## config.mk

```make
export PLATFORM = sky130hd
export DESIGN_NAME = adder_slice_scheduler_flat
export DESIGN_NICKNAME = d
export VERILOG_FILES = /design/src/rtl/adder_slice_scheduler_if.sv /design/src/rtl/adder_slice_scheduler.sv /design/src/flat_wrapper.sv
export SDC_FILE = /design/constraint.sdc
export NUM_CORES = 1
export LEC_CHECK = 0
export ABC_AREA = 1
export CORE_UTILIZATION = 65
export DETAILED_ROUTE_END_ITERATION = 6
export DONT_BUFFER_PORTS = 1
export HOLD_SLACK_MARGIN = 0.15
export MAX_ROUTING_LAYER = met4
export PLACE_DENSITY = 0.93
export RECOVER_POWER = 100
export SLEW_MARGIN = 40
export SYNTH_ARGS = -nofsm -noshare
export SYNTH_HDL_FRONTEND = slang
export SYNTH_SLANG_ARGS = --single-unit
```

## constraint.sdc

```tcl
create_clock -name clk -period 15.52 [get_ports clk]
set_input_delay 2.328 -clock clk [delete_from_list [all_inputs] [get_ports clk]]
set_output_delay 2.328 -clock clk [all_outputs]
set_load 0.02 [all_outputs]
```

## src/rtl/adder_slice_scheduler_if.sv

```systemverilog
`default_nettype none
// ============================================================================
// Module   : adder_slice_scheduler_if
// Brief    : Request/response bundle for the shared adder slice scheduler.
//            Two operand requesters plus one result channel; master is the
//            requester/consumer side, slave is the scheduler.
// Revision : 1.0 - initial release
// ============================================================================
interface adder_slice_scheduler_if #(
  parameter int WIDTH = 64
);
  logic             req0_valid;
  logic             req0_ready;
  logic [WIDTH-1:0] req0_a;
  logic [WIDTH-1:0] req0_b;
  logic             req0_cin;

  logic             req1_valid;
  logic             req1_ready;
  logic [WIDTH-1:0] req1_a;
  logic [WIDTH-1:0] req1_b;
  logic             req1_cin;

  logic             rsp_valid;
  logic             rsp_ready;
  logic             rsp_id;
  logic [WIDTH-1:0] rsp_sum;
  logic             rsp_cout;

  logic             busy;

  modport master (
    output req0_valid, req0_a, req0_b, req0_cin,
    output req1_valid, req1_a, req1_b, req1_cin,
    output rsp_ready,
    input  req0_ready, req1_ready,
    input  rsp_valid, rsp_id, rsp_sum, rsp_cout, busy
  );

  modport slave (
    input  req0_valid, req0_a, req0_b, req0_cin,
    input  req1_valid, req1_a, req1_b, req1_cin,
    input  rsp_ready,
    output req0_ready, req1_ready,
    output rsp_valid, rsp_id, rsp_sum, rsp_cout, busy
  );
endinterface
`default_nettype wire

```

## src/rtl/adder_slice_scheduler.sv

```systemverilog
`default_nettype none
// ============================================================================
// Module   : adder_slice_scheduler
// Brief    : Shares one SLICE-bit adder between two round-robin requesters,
//            producing a WIDTH-bit sum + carry-out over WIDTH/SLICE beats,
//            least significant slice first.
// Revision : 1.0 - initial release
// ============================================================================
module adder_slice_scheduler #(
  parameter int WIDTH = 64,
  parameter int SLICE = 16
) (
  input  logic                      clk,
  input  logic                      rst,
  adder_slice_scheduler_if.slave    bus
);

  localparam int BEATS  = WIDTH / SLICE;
  localparam int BEAT_W = (BEATS > 1) ? $clog2(BEATS) : 1;
  localparam logic [BEAT_W-1:0] LAST_BEAT = BEAT_W'(BEATS - 1);

  localparam logic [1:0] S_IDLE = 2'd0;
  localparam logic [1:0] S_ADD  = 2'd1;
  localparam logic [1:0] S_DONE = 2'd2;

  logic [1:0]        state_q, state_d;
  logic [WIDTH-1:0]  a_q, a_d;
  logic [WIDTH-1:0]  b_q, b_d;
  logic [WIDTH-1:0]  acc_q, acc_d;
  logic              carry_q, carry_d;
  logic [BEAT_W-1:0] beat_q, beat_d;
  logic              id_q, id_d;
  logic              last_grant_q, last_grant_d;
  logic [WIDTH-1:0]  rsp_sum_q, rsp_sum_d;
  logic              rsp_cout_q, rsp_cout_d;
  logic              rsp_id_q, rsp_id_d;

  logic              grant1;
  logic              accept;
  logic [SLICE:0]    slice_sum;
  logic [WIDTH-1:0]  acc_next;

  // Round-robin pick; a lone valid wins regardless of the pointer
  always_comb begin
    grant1 = 1'b0;
    if (bus.req0_valid && bus.req1_valid) begin
      grant1 = ~last_grant_q;
    end else begin
      grant1 = bus.req1_valid;
    end
    accept = (state_q == S_IDLE) && (bus.req0_valid || bus.req1_valid) && !rst;
  end

  assign bus.req0_ready = accept && !grant1;
  assign bus.req1_ready = accept && grant1;

  // Operands shift down one slice per beat, so the slice always sits in the low bits
  assign slice_sum = {1'b0, a_q[SLICE-1:0]} + {1'b0, b_q[SLICE-1:0]}
                   + {{SLICE{1'b0}}, carry_q};

  // Each new slice enters at the top; after BEATS beats the sum is in order
  generate
    if (BEATS > 1) begin : g_acc_shift
      assign acc_next = {slice_sum[SLICE-1:0], acc_q[WIDTH-1:SLICE]};
    end else begin : g_acc_single
      assign acc_next = slice_sum[SLICE-1:0];
    end
  endgenerate

  // Sequencer next-state: capture on accept, one slice per ADD edge, hold in DONE
  always_comb begin
    state_d      = state_q;
    a_d          = a_q;
    b_d          = b_q;
    acc_d        = acc_q;
    carry_d      = carry_q;
    beat_d       = beat_q;
    id_d         = id_q;
    last_grant_d = last_grant_q;
    rsp_sum_d    = rsp_sum_q;
    rsp_cout_d   = rsp_cout_q;
    rsp_id_d     = rsp_id_q;
    case (state_q)
      S_IDLE: begin
        if (accept) begin
          a_d          = grant1 ? bus.req1_a   : bus.req0_a;
          b_d          = grant1 ? bus.req1_b   : bus.req0_b;
          carry_d      = grant1 ? bus.req1_cin : bus.req0_cin;
          acc_d        = '0;
          beat_d       = '0;
          id_d         = grant1;
          last_grant_d = grant1;
          state_d      = S_ADD;
        end
      end
      S_ADD: begin
        a_d     = a_q >> SLICE;
        b_d     = b_q >> SLICE;
        acc_d   = acc_next;
        carry_d = slice_sum[SLICE];
        beat_d  = beat_q + BEAT_W'(1);
        if (beat_q == LAST_BEAT) begin
          rsp_sum_d  = acc_next;
          rsp_cout_d = slice_sum[SLICE];
          rsp_id_d   = id_q;
          state_d    = S_DONE;
        end
      end
      S_DONE: begin
        if (bus.rsp_ready) begin
          state_d = S_IDLE;
        end
      end
      default: state_d = S_IDLE;
    endcase
  end

  // State registers; reset abandons any in-flight operation
  always_ff @(posedge clk or posedge rst) begin
    if (rst) begin
      state_q      <= S_IDLE;
      a_q          <= '0;
      b_q          <= '0;
      acc_q        <= '0;
      carry_q      <= 1'b0;
      beat_q       <= '0;
      id_q         <= 1'b0;
      last_grant_q <= 1'b1;
      rsp_sum_q    <= '0;
      rsp_cout_q   <= 1'b0;
      rsp_id_q     <= 1'b0;
    end else begin
      state_q      <= state_d;
      a_q          <= a_d;
      b_q          <= b_d;
      acc_q        <= acc_d;
      carry_q      <= carry_d;
      beat_q       <= beat_d;
      id_q         <= id_d;
      last_grant_q <= last_grant_d;
      rsp_sum_q    <= rsp_sum_d;
      rsp_cout_q   <= rsp_cout_d;
      rsp_id_q     <= rsp_id_d;
    end
  end

  assign bus.rsp_valid = (state_q == S_DONE);
  assign bus.rsp_sum   = rsp_sum_q;
  assign bus.rsp_cout  = rsp_cout_q;
  assign bus.rsp_id    = rsp_id_q;
  assign bus.busy      = (state_q == S_ADD) || (state_q == S_DONE);

endmodule
`default_nettype wire

```

## src/flat_wrapper.sv

```systemverilog
// flat-port wrapper written by rule: the top's interface ports become plain ports
module adder_slice_scheduler_flat 
#(
  parameter int WIDTH = 64,
  parameter int SLICE = 16
)
  (clk, rst, bus_req0_valid, bus_req0_a, bus_req0_b, bus_req0_cin, bus_req1_valid, bus_req1_a, bus_req1_b, bus_req1_cin, bus_rsp_ready, bus_req0_ready, bus_req1_ready, bus_rsp_valid, bus_rsp_id, bus_rsp_sum, bus_rsp_cout, bus_busy);
  adder_slice_scheduler_if #(.WIDTH(WIDTH)) bus_i ();
  input  logic clk;
  input  logic rst;
  input wire logic [$bits(bus_i.req0_valid)-1:0] bus_req0_valid;
  input wire logic [$bits(bus_i.req0_a)-1:0] bus_req0_a;
  input wire logic [$bits(bus_i.req0_b)-1:0] bus_req0_b;
  input wire logic [$bits(bus_i.req0_cin)-1:0] bus_req0_cin;
  input wire logic [$bits(bus_i.req1_valid)-1:0] bus_req1_valid;
  input wire logic [$bits(bus_i.req1_a)-1:0] bus_req1_a;
  input wire logic [$bits(bus_i.req1_b)-1:0] bus_req1_b;
  input wire logic [$bits(bus_i.req1_cin)-1:0] bus_req1_cin;
  input wire logic [$bits(bus_i.rsp_ready)-1:0] bus_rsp_ready;
  output wire logic [$bits(bus_i.req0_ready)-1:0] bus_req0_ready;
  output wire logic [$bits(bus_i.req1_ready)-1:0] bus_req1_ready;
  output wire logic [$bits(bus_i.rsp_valid)-1:0] bus_rsp_valid;
  output wire logic [$bits(bus_i.rsp_id)-1:0] bus_rsp_id;
  output wire logic [$bits(bus_i.rsp_sum)-1:0] bus_rsp_sum;
  output wire logic [$bits(bus_i.rsp_cout)-1:0] bus_rsp_cout;
  output wire logic [$bits(bus_i.busy)-1:0] bus_busy;
  assign bus_i.req0_valid = bus_req0_valid;
  assign bus_i.req0_a = bus_req0_a;
  assign bus_i.req0_b = bus_req0_b;
  assign bus_i.req0_cin = bus_req0_cin;
  assign bus_i.req1_valid = bus_req1_valid;
  assign bus_i.req1_a = bus_req1_a;
  assign bus_i.req1_b = bus_req1_b;
  assign bus_i.req1_cin = bus_req1_cin;
  assign bus_i.rsp_ready = bus_rsp_ready;
  assign bus_req0_ready = bus_i.req0_ready;
  assign bus_req1_ready = bus_i.req1_ready;
  assign bus_rsp_valid = bus_i.rsp_valid;
  assign bus_rsp_id = bus_i.rsp_id;
  assign bus_rsp_sum = bus_i.rsp_sum;
  assign bus_rsp_cout = bus_i.rsp_cout;
  assign bus_busy = bus_i.busy;
  adder_slice_scheduler #(.WIDTH(WIDTH), .SLICE(SLICE)) u_core (.clk(clk), .rst(rst), .bus(bus_i));
endmodule
```

======== Yosys cells after proc, flatten, opt, wreduce, memory -nomap -nowiden ========
Cells that the tools add are included.
storage, ports and cells
  word-level logic and storage cells ...... 54
  flip-flop bits (word level) ............. 265
cells by class
  $add $sub $neg .......................... 3
  equality and inequality tests ........... 6
  bitwise gates (word level) .............. 1
  reductions and logical operators ........ 15
  mux-type cells .......................... 18
operators with widths
  kind                                                  count
  one-hot mux 64 bit (2 select lines)                   3
  2-to-1 mux 64 bit                                     5
  adder 16 x 16 -> 17 bit                               1
  adder 17 x 1 -> 17 bit                                1
  2-to-1 mux 2 bit                                      4
  one-hot mux 2 bit (3 select lines)                    1
  AND reduction 2 bit                                   3
  logical AND 1 bit                                     5
  equality test 2 bit (second input constant)           2
  != test 2 x 1 -> 1 bit (second input constant)        2
  one-hot mux 2 bit (2 select lines)                    1
  2-to-1 mux 1 bit                                      3
  AND reduction 3 bit                                   1
  adder 2 x 1 -> 2 bit (second input constant)          1
  equality test 2 x 1 -> 1 bit (second input constant)  1
  zero test 1 bit                                       2
  zero test 2 bit                                       1
  logical OR 1 bit                                      2
  != test 2 bit (second input constant)                 1
  one-hot mux 1 bit (2 select lines)                    1
  nonzero test 2 bit                                    1
  inverter 1 bit                                        1

======== Longest topological paths before layout ========
Gate-level depths: netlist of run 1.
  depth after elaboration ................. 5
  gate-level depth with buffers ........... 12
  mapped depth without buffers ............ 12

======== Worst setup path before layout of run 1 ========
OpenSTA, ideal clock, no wires.
  kind .................................... input port to output port
  from .................................... in rst
  to ...................................... out bus_req0_ready
  cell stages on the path ................. 5
  arrival ................................. 8.682 ns
  slack ................................... 4.510 ns
  path through ............................ inv_1 > nand2_1 > nor2_2 > inv_2 > nor2_1
between the ends
  word-level cells in the longest chain between the ends .. 3
RTL lines
  what               line                         RTL
  start, declared    flat_wrapper.sv:10           input logic rst;
  zero test 1 bit    adder_slice_scheduler.sv:51  accept = (state_q == S_IDLE) && (bus.req0_valid || bus.req1_valid) && !rst;
  logical AND 1 bit  adder_slice_scheduler.sv:51
  logical AND 1 bit  adder_slice_scheduler.sv:54  assign bus.req0_ready = accept && !grant1;
  end, declared      flat_wrapper.sv:20           output wire logic [$bits(bus_i.req0_ready)-1:0] bus_req0_ready;
Every way passes these cells.

======== Final worst setup path of run 1 ========
Same ends and word-level chain as after synthesis.

==> results of run 1 <==
-- logic make-up after synthesis --
kind of cell	count (synthesis)	share of synthesized area [%]
XOR/XNOR	7	0.499
AO/OA/AOI/OAI	421	20.2
flip-flops	249	50.7
adder cells (fa/ha/maj)	22	2.36
AND/OR/NAND/NOR	554	19.2
buffers and inverters	206	6.94
-- critical path: cells and delay by family --
family                 cells  cell delay (ps)
and+or+nand+nor            3             1170
buffers and inverters      2             3240
-- layout by cell type, fill, tap and decap left out, types with 32 or more instances in the layout --
cell type / n
sky130_fd_sc_hd__a21oi_1: 190
sky130_fd_sc_hd__o22ai_1: 37
sky130_fd_sc_hd__or2_2: 90
sky130_fd_sc_hd__dfrtp_1: 248
sky130_fd_sc_hd__o211ai_1: 96
sky130_fd_sc_hd__o31ai_1: 32
sky130_fd_sc_hd__nand3_1: 35
sky130_fd_sc_hd__inv_1: 101
sky130_fd_sc_hd__o21ai_0: 62
sky130_fd_sc_hd__nor2_1: 171
sky130_fd_sc_hd__nand2_1: 248
-- path summary, 6_finish.rpt --
check,from,slack [ps],to,cells after the start
max,rst,6430,bus_req0_ready,5
min,u_core.a_q[59],490,u_core.a_q[59],2
max reg2reg,u_core.state_q[1],9040,u_core.bus.rsp_sum[50],6
min reg2reg,u_core.a_q[59],490,u_core.a_q[59],2
max in group asynchronous,rst,7280,u_core.bus.rsp_sum[56],2
min in group asynchronous,rst,2960,u_core.bus.rsp_sum[0],1
-- routing by layer --
metal / vias to the layer above / global-route usage, %
met4: 0 / 17.4
met5: - / -
li1: 4771 / -
met1: 4974 / 43.7
met3: 112 / 7.60
met2: 568 / 57.8
-- power by group --
part           switching, W  leakage [nW]  internal, W
sequential         0.000266          3.09     0.000940
clock              0.000249         0.429     0.000383
combinational      0.000984          2.43     0.000486
total               0.00150          5.95      0.00181
-- registers in the layout, indices dropped and copies added (netlist names), 2 cells and up --
register	flops
u_core.a_q	64
u_core.state_q	2
u_core.beat_q	2
u_core.bus.rsp_sum	64
u_core.acc_q	48
u_core.b_q	64
-- stage by stage --
stage | hold WS, ps | utilization, % | cells | total power [W]
detailed placement | 468 | 67.2 | 1596 | 0.00263
floorplan | 449 | - | 1459 | 0.00228
finish | 485 | 71.7 | 1649 | 0.00331
global route | 507 | 71.7 | 1649 | 0.00355
global placement | 464 | 67.0 | 1596 | 0.00257
CTS | 484 | 71.9 | 1640 | 0.00328
-- Yosys cell counts (all sizes together) --
| cell | count | area [um2] |
|---|---|---|
| nand2 | 251 | 942 |
| dfrtp | 248 | 6210 |
| a21oi | 190 | 951 |
| nor2 | 171 | 644 |
| inv | 105 | 394 |
| o211ai | 96 | 721 |
| or2 | 90 | 563 |
| o21ai | 62 | 314 |
| buf | 58 | 298 |
| clkbuf | 43 | 161 |
| o22ai | 37 | 231 |
| nand3 | 35 | 175 |
| o31ai | 32 | 240 |
| ha | 20 | 250 |
| xor2 | 5 | 43.8 |
| nor3 | 4 | 20.0 |
| fa | 2 | 40.0 |
| nand3b | 2 | 15.0 |
| xnor2 | 2 | 17.5 |
| a22o | 1 | 8.76 |
| a22oi | 1 | 7.51 |
| a31oi | 1 | 6.26 |
| dfstp | 1 | 26.3 |
| nand4 | 1 | 6.26 |
| o221ai | 1 | 8.76 |
-- final cells by class --
type                       instances  area, um2  area share (%)
sequential                       249       6230            47.6
clock buffer                      37        751            5.73
multi-input combinational       1004       5230            39.9
timing repair buffer              10       75.1           0.573
tap                              229        287            2.19
inverter                         105        400            3.06
clock inverter                     7        114           0.869
antenna                            8       20.0           0.153
==> impl.org, run 1 <==
** Placed design
- Setup WS pre-CTS :: 9360 ps
- Detailed placement finished with a half-perimeter wire length of about 23000 um.
- Post-place instance area :: around 12000 um2
- Routability-driven placement finished with a final weighted congestion of between 0.9 and 1.
- Input and output buffers added on the ports amount to 0.

** Timing
- Minimum period implied by the final worst setup slack :: slightly above 9000 ps
- Setup repair after global routing left no endpoint under its margin.
- Worst-Margin Slew :: around 4200 ps
- Max-slew violations :: a little over 500
- Setup slack on the critical path of the routed design comes to 6430 ps.
- Adding up every negative setup slack in the final design gives 0 ps.
- Headroom to the max-slew limit came out at -183%.
- Period utilisation layout :: 58.5%
- Between clock sinks in the finished design, the worst skew comes to between 20 and 25 ps.
- Hold Fails Final Rpt :: 0
- Based on the critical path, the design can be clocked at up to 110 MHz.
- Setup violations remaining at the end of the flow were counted as 0.

** Global route
- Number of antenna violations at the first check in global routing :: 8
- The via count of the first global-routing pass came to approximately 10000.
- Maximum number of pins on one net before global-route repair :: approximately 130
- In the global route stage, overall resource usage came out at ~36%.
- First-pass GRT wire length :: around 53000 um
- Global routing finished with a remaining overflow of 0.

** Worst setup path
- In this design, the stage delay of the slowest critical-path cell is between 3000 and 4000 ps.
- The critical path is of the input pin to output port type.
- The worst setup path is captured at an output port.
- At the worst endpoint, the required time is roughly 13000 ps.
- Sort of element at the start of the critical path :: input pin
- Critical Path Most Common Cell :: sky130_fd_sc_hd__nor2_1
- Data arrival time of the critical path :: between 6000 and 7000 ps
- The largest individual stage delay along the critical path comes from the cell sky130_fd_sc_hd__clkinvlp_2.
- Worst path cell trace :: clkinvlp_2, nand2_1, nor2_1, inv_1, nor2_1
- Along the worst path, the maximum fanout reaches 94.

** Final layout
- Layout fillers :: ~1300
- With fillers left out, the area of the finished cells amounts to between 10000 and 15000 um2.
- Relative to the synthesized area, the layout overhead comes to 6.62%.
- Share of layout cells above drive strength 1 :: between 10 and 15%
- At the end of the flow, the number of nets in the layout was around 1700.

** Drt
- Detailed-routed wire length on met3 :: around 3000 um
- Uppermost signal routing layer after detailed routing :: met4
- In this run, the number of DRC markers left after iteration 0 of detailed routing was slightly below 1000.
- Routed length per placed instance :: a little over 20 um
- Post-route antenna net violation count :: 0
- DRC errors left :: 0
- The first detailed-routing pass took 6 iterations.
- Detailed-route vias per instance :: between 6 and 7
- Met2 wire length :: approximately 17000 um
- The detailed router placed 10425 vias in this run.
- Total length of routed wires :: between 30000 and 40000 um
- In the final routing, the length of wire on met1 measures about 13000 um.

** Worst hold path
- Type of the most critical hold path :: flip-flop to flip-flop

** Logic synthesis
- The synthesized netlist contains 31 unique library cells.
- Each instance of the synthesized netlist takes up on average 8.42 um2.
- In this run, synthesis produced a sequential element count of roughly 250.
- Seq/Total Area, Yosys :: between 50% and 60%
- The cell area that synthesis handed to floorplanning was about 12000 um2.
- Yosys printed 0 warnings.
- Post-Synthesis Cells :: roughly 1500
- The number of nets in the synthesized netlist is roughly 1700.

** Floorplan
- Die outline area :: 19500 um2
- Core Footprint :: approximately 18000 um2
- Std-Cell Rows :: between 40 and 50
- The floorplan step set the die width to about 140 um.
- During I/O placement, the number of pins put on the boundary was around 330.
- The die is between 100 and 150 um tall.
- Starting density of the core :: between 60% and 70%

** Clock tree
- Hold-fix buffer count after cts :: 0
- Once the clock tree was built, the resizer swapped 0 gates to a different size.
- The longest clock path from root to sink contains 3 buffers.
- Num CTS Buffers :: 25
- TritonCTS built the clock tree.
- H-tree lvl count :: 1
- Post-CTS Setup Inserts :: 0
- Source-to-sink clock delay at the later pin of the worst-skew pair :: 530 ps
- Clock transition at the register clock pins on the worst setup and hold paths after CTS :: ~60 ps
- Buffer cell driving the clock tree root :: sky130_fd_sc_hd__clkbuf_16
- Counting every sink on the clock net gives around 250.

** Flow run
- Max-cap violations in this run came to 6.

** Pwr
- The worst-case IR drop observed on VDD is ~0.20 mV.
- For this design the static power due to leakage is 5.95 nW.
- Power density normalized to cell area :: around 250 nW/um2

** Run status
- The final reports fail on capacitance limit, slew limit.
- Run status :: finished, violations left
(Power assumes the default switching activity.)
==> run 2: changes to the inputs <==
CORE_UTILIZATION = 64   (was 65)
PLACE_DENSITY = 0.92   (was 0.93)
clock period = 9.05 ns   (was 15.52 ns; I/O delays follow)
==> run 2 against run 1 <==
- the flow still finishes with violations (capacitance limit, slew limit)
- routed wire length is 0.19% lower
- clock-buffer cell count is 3 lower
- non-clock buffer count is 2 higher
- cell area is 0.78% higher
- critical endpoint is now u_core.acc_q[23]
- cell count is 0.30% higher
- highest routed layer unchanged
- largest cell class unchanged
- critical path type is now flip-flop to flip-flop
==> impl.org, run 2 (synthesis gave the netlist of run 1 again) <==
** Drt
- DRC marker count from the first detailed-route iteration :: between 800 and 900
- First-pass DRT Iterations :: 5
- DRC errors left :: 0
- Once detail routing completed, the nets flagged for antenna violations numbered 0.
- Dividing the detail-routed via count by the number of cells gives 6.25.
- Routed length per placed instance :: 20.5 um
- Via Count :: approximately 10000
- Summed over all layers, the routed wires come to between 30000 and 40000 um.

** Pwr
- Switching power :: 0.00258 W
- Internal power comes to around 0.0032 W.
- Static leakage power :: between 5 and 6 nW
- IR analysis of the VDD net gives a maximum drop of 0.283 mV.
- Fraction of power consumed by sequential logic :: a little over a third
- The share of total power dissipated in the clock network is 19.9%.
- Net switching fraction of the power :: 44.3%
- For this design the ratio of total power to cell area is approximately 440 nW/um2.
- Portion of total power attributed to combinational logic :: around 44%

** Floorplan
- Row generation in the floorplan step produced 50 rows.
- Core Footprint :: approximately 19000 um2
- Io pins :: approximately 330
- The die is ~140 um wide.
- Starting density of the core :: roughly 65%
- Die Span Y :: 141 um
- The floorplan step defined a die boundary enclosing slightly below 20000 um2.

** Clock tree
- Clock transition at the register clock pins on the worst setup and hold paths after CTS :: around 60 ps
- Hold-fix buffer count after cts :: 0
- TritonCTS created 25 clock buffers.
- Post-CTS Setup Inserts :: 0
- The longest clock path from root to sink contains 3 buffers.
- Clock tree from TritonCTS :: done
- Post-cts repair resize count :: 0
- Clock sinks :: 249
- At the later pin of the worst-skew pair, clock insertion delay measures about 530 ps.
- Buffer cell driving the clock tree root :: sky130_fd_sc_hd__clkbuf_16
- In this run the number of H-tree levels came out at 1.

** Worst setup path
- Reg2reg setup slack :: roughly 3100 ps
- The worst register-to-register path begins at u_core.state_q[1].
- Counting cells, the worst reg-to-reg path comes to 8.
- Worst setup path startpoint :: u_core.state_q[1]
- Peak fanout along the critical path :: 85
- The critical path is of the flip-flop to flip-flop type.
- Data arrival time of the critical path :: around 6100 ps
- Data required, critical path :: approximately 9300 ps
- In this run the critical register-to-register path is captured at u_core.acc_q[23].
- The worst setup path is launched from a flip-flop.
- Kind of capture point of the worst setup path :: flip-flop

** Global route
- First-pass GRT wire length :: about 52000 um
- Met2 Use GR :: 57.5%
- Number of antenna violations at the first check in global routing :: 5
- Total overflow reported by the global router :: 0
- Peak-usage layer in the global routing report :: met2
- Global routing used 35.0% of the available tracks.
- Entering global routing, the biggest net connects 130 pins.
- Met1 Resource Use GR :: between 40% and 50%
- For this run, global-route usage on met3 was measured as approximately 7.1%.
- Vias in the first global route :: 9914

** Run status
- The final reports fail on capacitance limit, slew limit.
- The flow ran to the end, but the final reports show violations.

** Final layout
- Leaving out fill and tap cells, the most frequent cell in the layout is sky130_fd_sc_hd__nand2_1.
- Storage cell area :: approximately 6200 um2
- Area of combinational cells with multiple inputs :: approximately 5200 um2
- Share of layout cells above drive strength 1 :: between 10% and 20%
- Leaving out fill and tap cells, the most frequent cells in the layout are sky130_fd_sc_hd__nand2_1 (249), sky130_fd_sc_hd__dfrtp_1 (248), sky130_fd_sc_hd__a21oi_1 (190), sky130_fd_sc_hd__nor2_1 (171), sky130_fd_sc_hd__inv_1 (101).
- After the last flow step, the layout net total stands at roughly 1700.
- Relative to the synthesized area, the layout overhead comes to 7.45%.
- The filler cells instantiated in the layout total between 1000 and 1500.

** Timing
- Hold timing on the final database bottoms out at a slack of 488 ps.
- Setup violations remaining at the end of the flow were counted as 0.
- Minimum period implied by the final worst setup slack :: 5900 ps
- Max-slew violations :: about 510
- Worst relative slew slack :: -186%
- For the pin with the worst max-slew slack, the measured transition is ~4300 ps.
- Clock Skews :: 17.7 ps
- The hold violation count in the final report is 0.
- Final worst slack :: ~3100 ps
- RSZ-0062 raised after global routing :: no
- In the finished design, the share of the clock period the worst path needs comes to 65.2%.
- Highest achievable clock rate :: 169 MHz
- Summed over all failing endpoints, the final setup total negative slack is 0 ps.

** Placed design
- Final weighted congestion of routability-driven global placement :: between 0.9 and 1
- HPWL Detailed :: between 20000 and 25000 um
- Count of buffers from port buffering :: 0
- OpenSTA, run right after detailed placement, puts the worst setup slack at roughly 5400 ps.

** Worst hold path
- The worst hold path terminates at u_core.acc_q[59].
- The tightest min-delay check is of the flip-flop to flip-flop type.
- Start point of the worst hold path :: u_core.acc_q[59]
- Counting instances, the worst hold path has a depth of 2.

** Flow run
- Max-cap violation count :: 6
-- run 2: layer usage --
| layer | vias to the layer above | routed length (um) |
|---|---|---|
| met5 | - | 0 |
| met4 | 0 | 1620 |
| met3 | 123 | 2600 |
| met2 | 503 | 16900 |
| met1 | 4932 | 12800 |
| li1 | 4782 | - |
-- run 2: power groups by stage --
stage	Sequential, W	Combinational [W]	Clock, W
after floorplan	0.00194	0.00198	0
after global placement	0.00206	0.00234	0
after detailed placement	0.00207	0.00247	0
after CTS	0.00206	0.00251	0.00117
after global routing	0.00211	0.00290	0.00121
final	0.00207	0.00258	0.00116
-- run 2: worst max-delay path by stage --
stage                                        end  slack [ps]  cells after the start
after floorplan                   bus_req0_ready        2130                      5
after global placement            bus_req0_ready        5480                      5
after detailed placement          bus_req0_ready        5400                      5
after CTS                         bus_req0_ready        5400                      5
after global routing      u_core.bus.rsp_sum[59]        2670                      7
final                           u_core.acc_q[23]        3150                      8
-- run 2: stage by stage --
stage | std cells | util [%] | cell area [um2] | total power, W
2_1_floorplan | 1459 | - | 12300 | 0.00392
3_3_place_gp | 1602 | 65.3 | 12300 | 0.00440
3_5_place_dp | 1604 | 65.7 | 12300 | 0.00455
4_1_cts | 1649 | 70.6 | 13300 | 0.00574
5_1_grt | 1654 | 70.4 | 13200 | 0.00622
6_report | 1654 | 70.4 | 13200 | 0.00582
-- run 2: worst max-delay path: stages (launching register included) --
cell                       delay, ps
sky130_fd_sc_hd__dfrtp_1         400
sky130_fd_sc_hd__inv_1           150
sky130_fd_sc_hd__ha_4            490
sky130_fd_sc_hd__buf_12          310
sky130_fd_sc_hd__clkinv_2        100
sky130_fd_sc_hd__o21ai_0         370
sky130_fd_sc_hd__buf_4           550
sky130_fd_sc_hd__clkbuf_1       2790
sky130_fd_sc_hd__o22ai_1         370
-- run 2: final cells by class --
cell class | count | area share, %
flip-flops and latches | 249 | 47.2
multi-input cells | 1004 | 39.5
well taps | 234 | 2.22
clock inverters | 11 | 1.64
clock buffers | 34 | 5.45
inverters | 105 | 3.03
repair buffers | 12 | 0.843
diodes | 5 | 0.0947
==> run 3: changes to the inputs <==
clock period = 5.8 ns   (was 9.05 ns; I/O delays follow)
==> run 3 against run 2 <==
- largest power group unchanged
- clock power up 37%
- power up 50%
- via count decreased by 0.51%
- hold slack worse by 82 ps
- maximum frequency rose by 45%
- highest routed layer unchanged
- clock-buffer cell count grew 4
- routed wire length is 0.14% higher
- first-iteration DRC count increased by 1.4%
- the flow finishes with violations (DRC, capacitance limit, slew limit)
==> impl.org, run 3 (synthesis gave the netlist of run 1 again) <==
** Clock tree
- Clock latency on the worst-skew pair, taken at its later pin, is around 510 ps.
- TritonCTS created 25 clock buffers.
- Clock sinks :: roughly 250
- TritonCTS built the clock tree.
- H-tree lvl count :: 1
- Counting along the longest clock path gives a buffer depth of 3.
- Hold-fix buffer count after cts :: 0
- After clock tree synthesis, the repair step resized 0 gates.
- The cell sitting at the root of the clock tree is a sky130_fd_sc_hd__clkbuf_16.
- Clock-pin slew was measured on the worst setup and hold paths at around 70 ps.
- Buffers added to address setup during post-CTS repair amount to 0.

** Drt
- In this run, the number of DRC markers left after iteration 0 of detailed routing was just over 800.
- DRC errors left :: 1
- For this block, the routed nets add up to between 30000 and 40000 um of wire.
- Post-route antenna net violation count :: 0
- The final route contains ~10000 vias.
- Dividing the detail-routed wire length by the instance count gives slightly above 20 um.
- In the routed layout, each cell is associated on average with a via count of approximately 6.2.
- Before antenna repair, the detailed router went through 7 iterations.

** Floorplan
- Starting density of the core :: roughly two thirds
- Io pins :: 333
- Width of the die :: ~140 um
- The floorplan step defined a die boundary enclosing 19800 um2.
- Std-Cell Rows :: 50
- Core Footprint :: 18800 um2
- From bottom edge to top edge, the die measures 141 um.

** Pwr
- Overall power after layout :: 0.00875 W
- Power density normalized to cell area :: approximately 670 nW/um2
- The share of total power dissipated in sequential elements is 37.0%.
- The analysis attributes to net switching a power of about 0.0040 W.
- For this design the static power due to leakage is between 5 and 6 nW.
- Internal power :: ~0.0047 W
- VDD sags by at most about 0.37 mV.
- Net switching fraction of the power :: 45.7%
- Portion of total power attributed to combinational logic :: between 40% and 50%
- Of the total power, the clock network draws between 10% and 20%.

** Timing
- After layout, the worst setup slack is between 1500 and 2000 ps.
- Max-slew violations :: between 200 and 250
- Setup violations remaining at the end of the flow were counted as 0.
- RSZ-0062 raised after global routing :: no
- The worst pin sits at a relative slew slack of -66.0%.
- Worst-Margin Slew :: about 2500 ps
- Highest achievable clock rate :: ~250 MHz
- Hold Fails Final Rpt :: 0
- Period utilisation layout :: a little over two thirds
- Clock Skews :: about 11 ps
- Minimum period implied by the final worst setup slack :: 4060 ps

** Flow run
- Max-cap violation count :: 3

** Worst setup path
- The number of cells on the worst reg-to-reg path is 10.
- Setup CP Type :: flip-flop to flip-flop
- The most critical setup path has its endpoint at u_core.b_q[21].
- Data arrival time of the critical path :: 4490 ps
- Tracing the worst setup path back leads to its startpoint at u_core.state_q[0].
- In this run the critical register-to-register path is captured at u_core.b_q[21].
- Data required, critical path :: between 6000 and 7000 ps
- Sort of element at the start of the critical path :: flip-flop
- Kind of capture point of the worst setup path :: flip-flop
- Reg2reg setup slack :: 1740 ps
- Worst reg2reg startpoint :: u_core.state_q[0]
- In this run the worst path has a maximum fanout of 93.

** Global route
- The first global-routing pass estimated ~53000 um of wire.
- Global routing used between 30% and 40% of the available tracks.
- Peak-usage layer in the global routing report :: met2
- Met1 Resource Use GR :: 43.5%
- Number of antenna violations at the first check in global routing :: 5
- Entering global routing, the biggest net connects 132 pins.
- Met2 Use GR :: between 50% and 60%
- Total overflow reported by the global router :: 0
- The via count of the first global-routing pass came to 9916.
- For met3 alone, demand over resource in global routing was ~6.6%.

** Final layout
- Layout fillers :: roughly 1500
- Area of combinational cells with multiple inputs :: ~5200 um2
- The library cells used most frequently in the layout, excluding fill and tap cells, are sky130_fd_sc_hd__nand2_1 (250), sky130_fd_sc_hd__dfrtp_1 (248), sky130_fd_sc_hd__a21oi_1 (190), sky130_fd_sc_hd__nor2_1 (171), sky130_fd_sc_hd__inv_1 (101).
- Total Nets Final :: roughly 1700
- Leaving out fill and tap cells, the most frequent cell in the layout is sky130_fd_sc_hd__nand2_1.
- Layout overhead on the synthesized area :: 6.48%
- Cells with a size suffix above 1 make up between 10 and 15% of the layout.
- Storage cell area :: 6230 um2

** Run status
- The checks that failed: DRC, capacitance limit, slew limit.
- Run status :: finished, violations left

** Placed design
- Prior to clock tree synthesis, the placed netlist has a worst setup slack of 2570 ps.
- Count of buffers from port buffering :: 0
- Once detailed placement completed, the half-perimeter wirelength came to roughly 24000 um.
- The congestion estimate from routability-driven global placement came to between 0.9 and 1.

** Worst hold path
- Type of the most critical hold path :: input pin to async pin
==> run 3: cell types whose count changed in the layout (fill, tap and decap cells not counted), moves of 2 or more <==
| cell | previous run | this run |
|---|---|---|
| sky130_fd_sc_hd__clkbuf_1 | 9 | 7 |
| sky130_fd_sc_hd__clkbuf_8 | 6 | 8 |
| sky130_fd_sc_hd__clkinvlp_4 | 3 | 1 |
| sky130_fd_sc_hd__buf_4 | 1 | 3 |
| sky130_fd_sc_hd__clkinv_4 | 0 | 2 |
| sky130_fd_sc_hd__bufinv_16 | 6 | 1 |
==> run 3: metal layers <==
layer | routed length [um] | share of wire [%] | up-vias
met5 | 0 | 0 | -
met3 | 2560 | 7.5 | 105
met1 | 13100 | 39 | 4924
li1 | - | - | 4768
met4 | 1830 | 5.4 | 0
met2 | 16400 | 48 | 490
==> run 3: cell type report <==
| cell class | instances | area share [%] |
|---|---|---|
| sequential | 249 | 47.6 |
| antenna | 5 | 0.0956 |
| inverter | 105 | 3.09 |
| tap | 234 | 2.24 |
| multi-input combinational | 1004 | 39.9 |
| clock inverter | 6 | 0.497 |
| clock buffer | 38 | 5.76 |
| timing repair buffer | 11 | 0.765 |
==> run 3: power by group through the flow <==
stage               Combinational [W]  Clock, W  Sequential [W]
CTS                           0.00391   0.00161         0.00322
global route                  0.00441   0.00168         0.00329
global placement              0.00368         0         0.00321
floorplan                     0.00308         0         0.00303
detailed placement            0.00386         0         0.00324
finish                        0.00392   0.00159         0.00323
==> run 3: how the worst min path moves through the flow <==
stage / to / slack (ps)
global placement: u_core.acc_q[57] / 460
detailed placement: u_core.a_q[53] / 470
finish: u_core.bus.rsp_id / 410
floorplan: u_core.acc_q[56] / 450
CTS: u_core.id_q / 360
global route: u_core.b_q[3] / 440
==> run 3: critical path, stage by stage (launching register included) <==
cell and delay, ps:
sky130_fd_sc_hd__dfrtp_1 350, sky130_fd_sc_hd__inv_1 90, sky130_fd_sc_hd__ha_1 270, sky130_fd_sc_hd__nand2_1 180, sky130_fd_sc_hd__nor2_1 100, sky130_fd_sc_hd__inv_1 190
sky130_fd_sc_hd__o21ai_4 220, sky130_fd_sc_hd__inv_6 500, sky130_fd_sc_hd__clkbuf_1 1600, sky130_fd_sc_hd__a21oi_1 150, sky130_fd_sc_hd__a21oi_1 260
==> run 3: stage by stage <==
| stage | TNS [ps] | utilization, % | cells | hold slack [ps] | instance area (um2) |
|---|---|---|---|---|---|
| after floorplan | -232 | - | 1459 | 449 | 12300 |
| after global placement | 0 | 65.3 | 1601 | 465 | 12300 |
| after detailed placement | 0 | 65.6 | 1603 | 469 | 12300 |
| after CTS | 0 | 70.0 | 1647 | 364 | 13100 |
| after global routing | 0 | 69.7 | 1650 | 440 | 13100 |
| final | 0 | 69.7 | 1652 | 406 | 13100 |
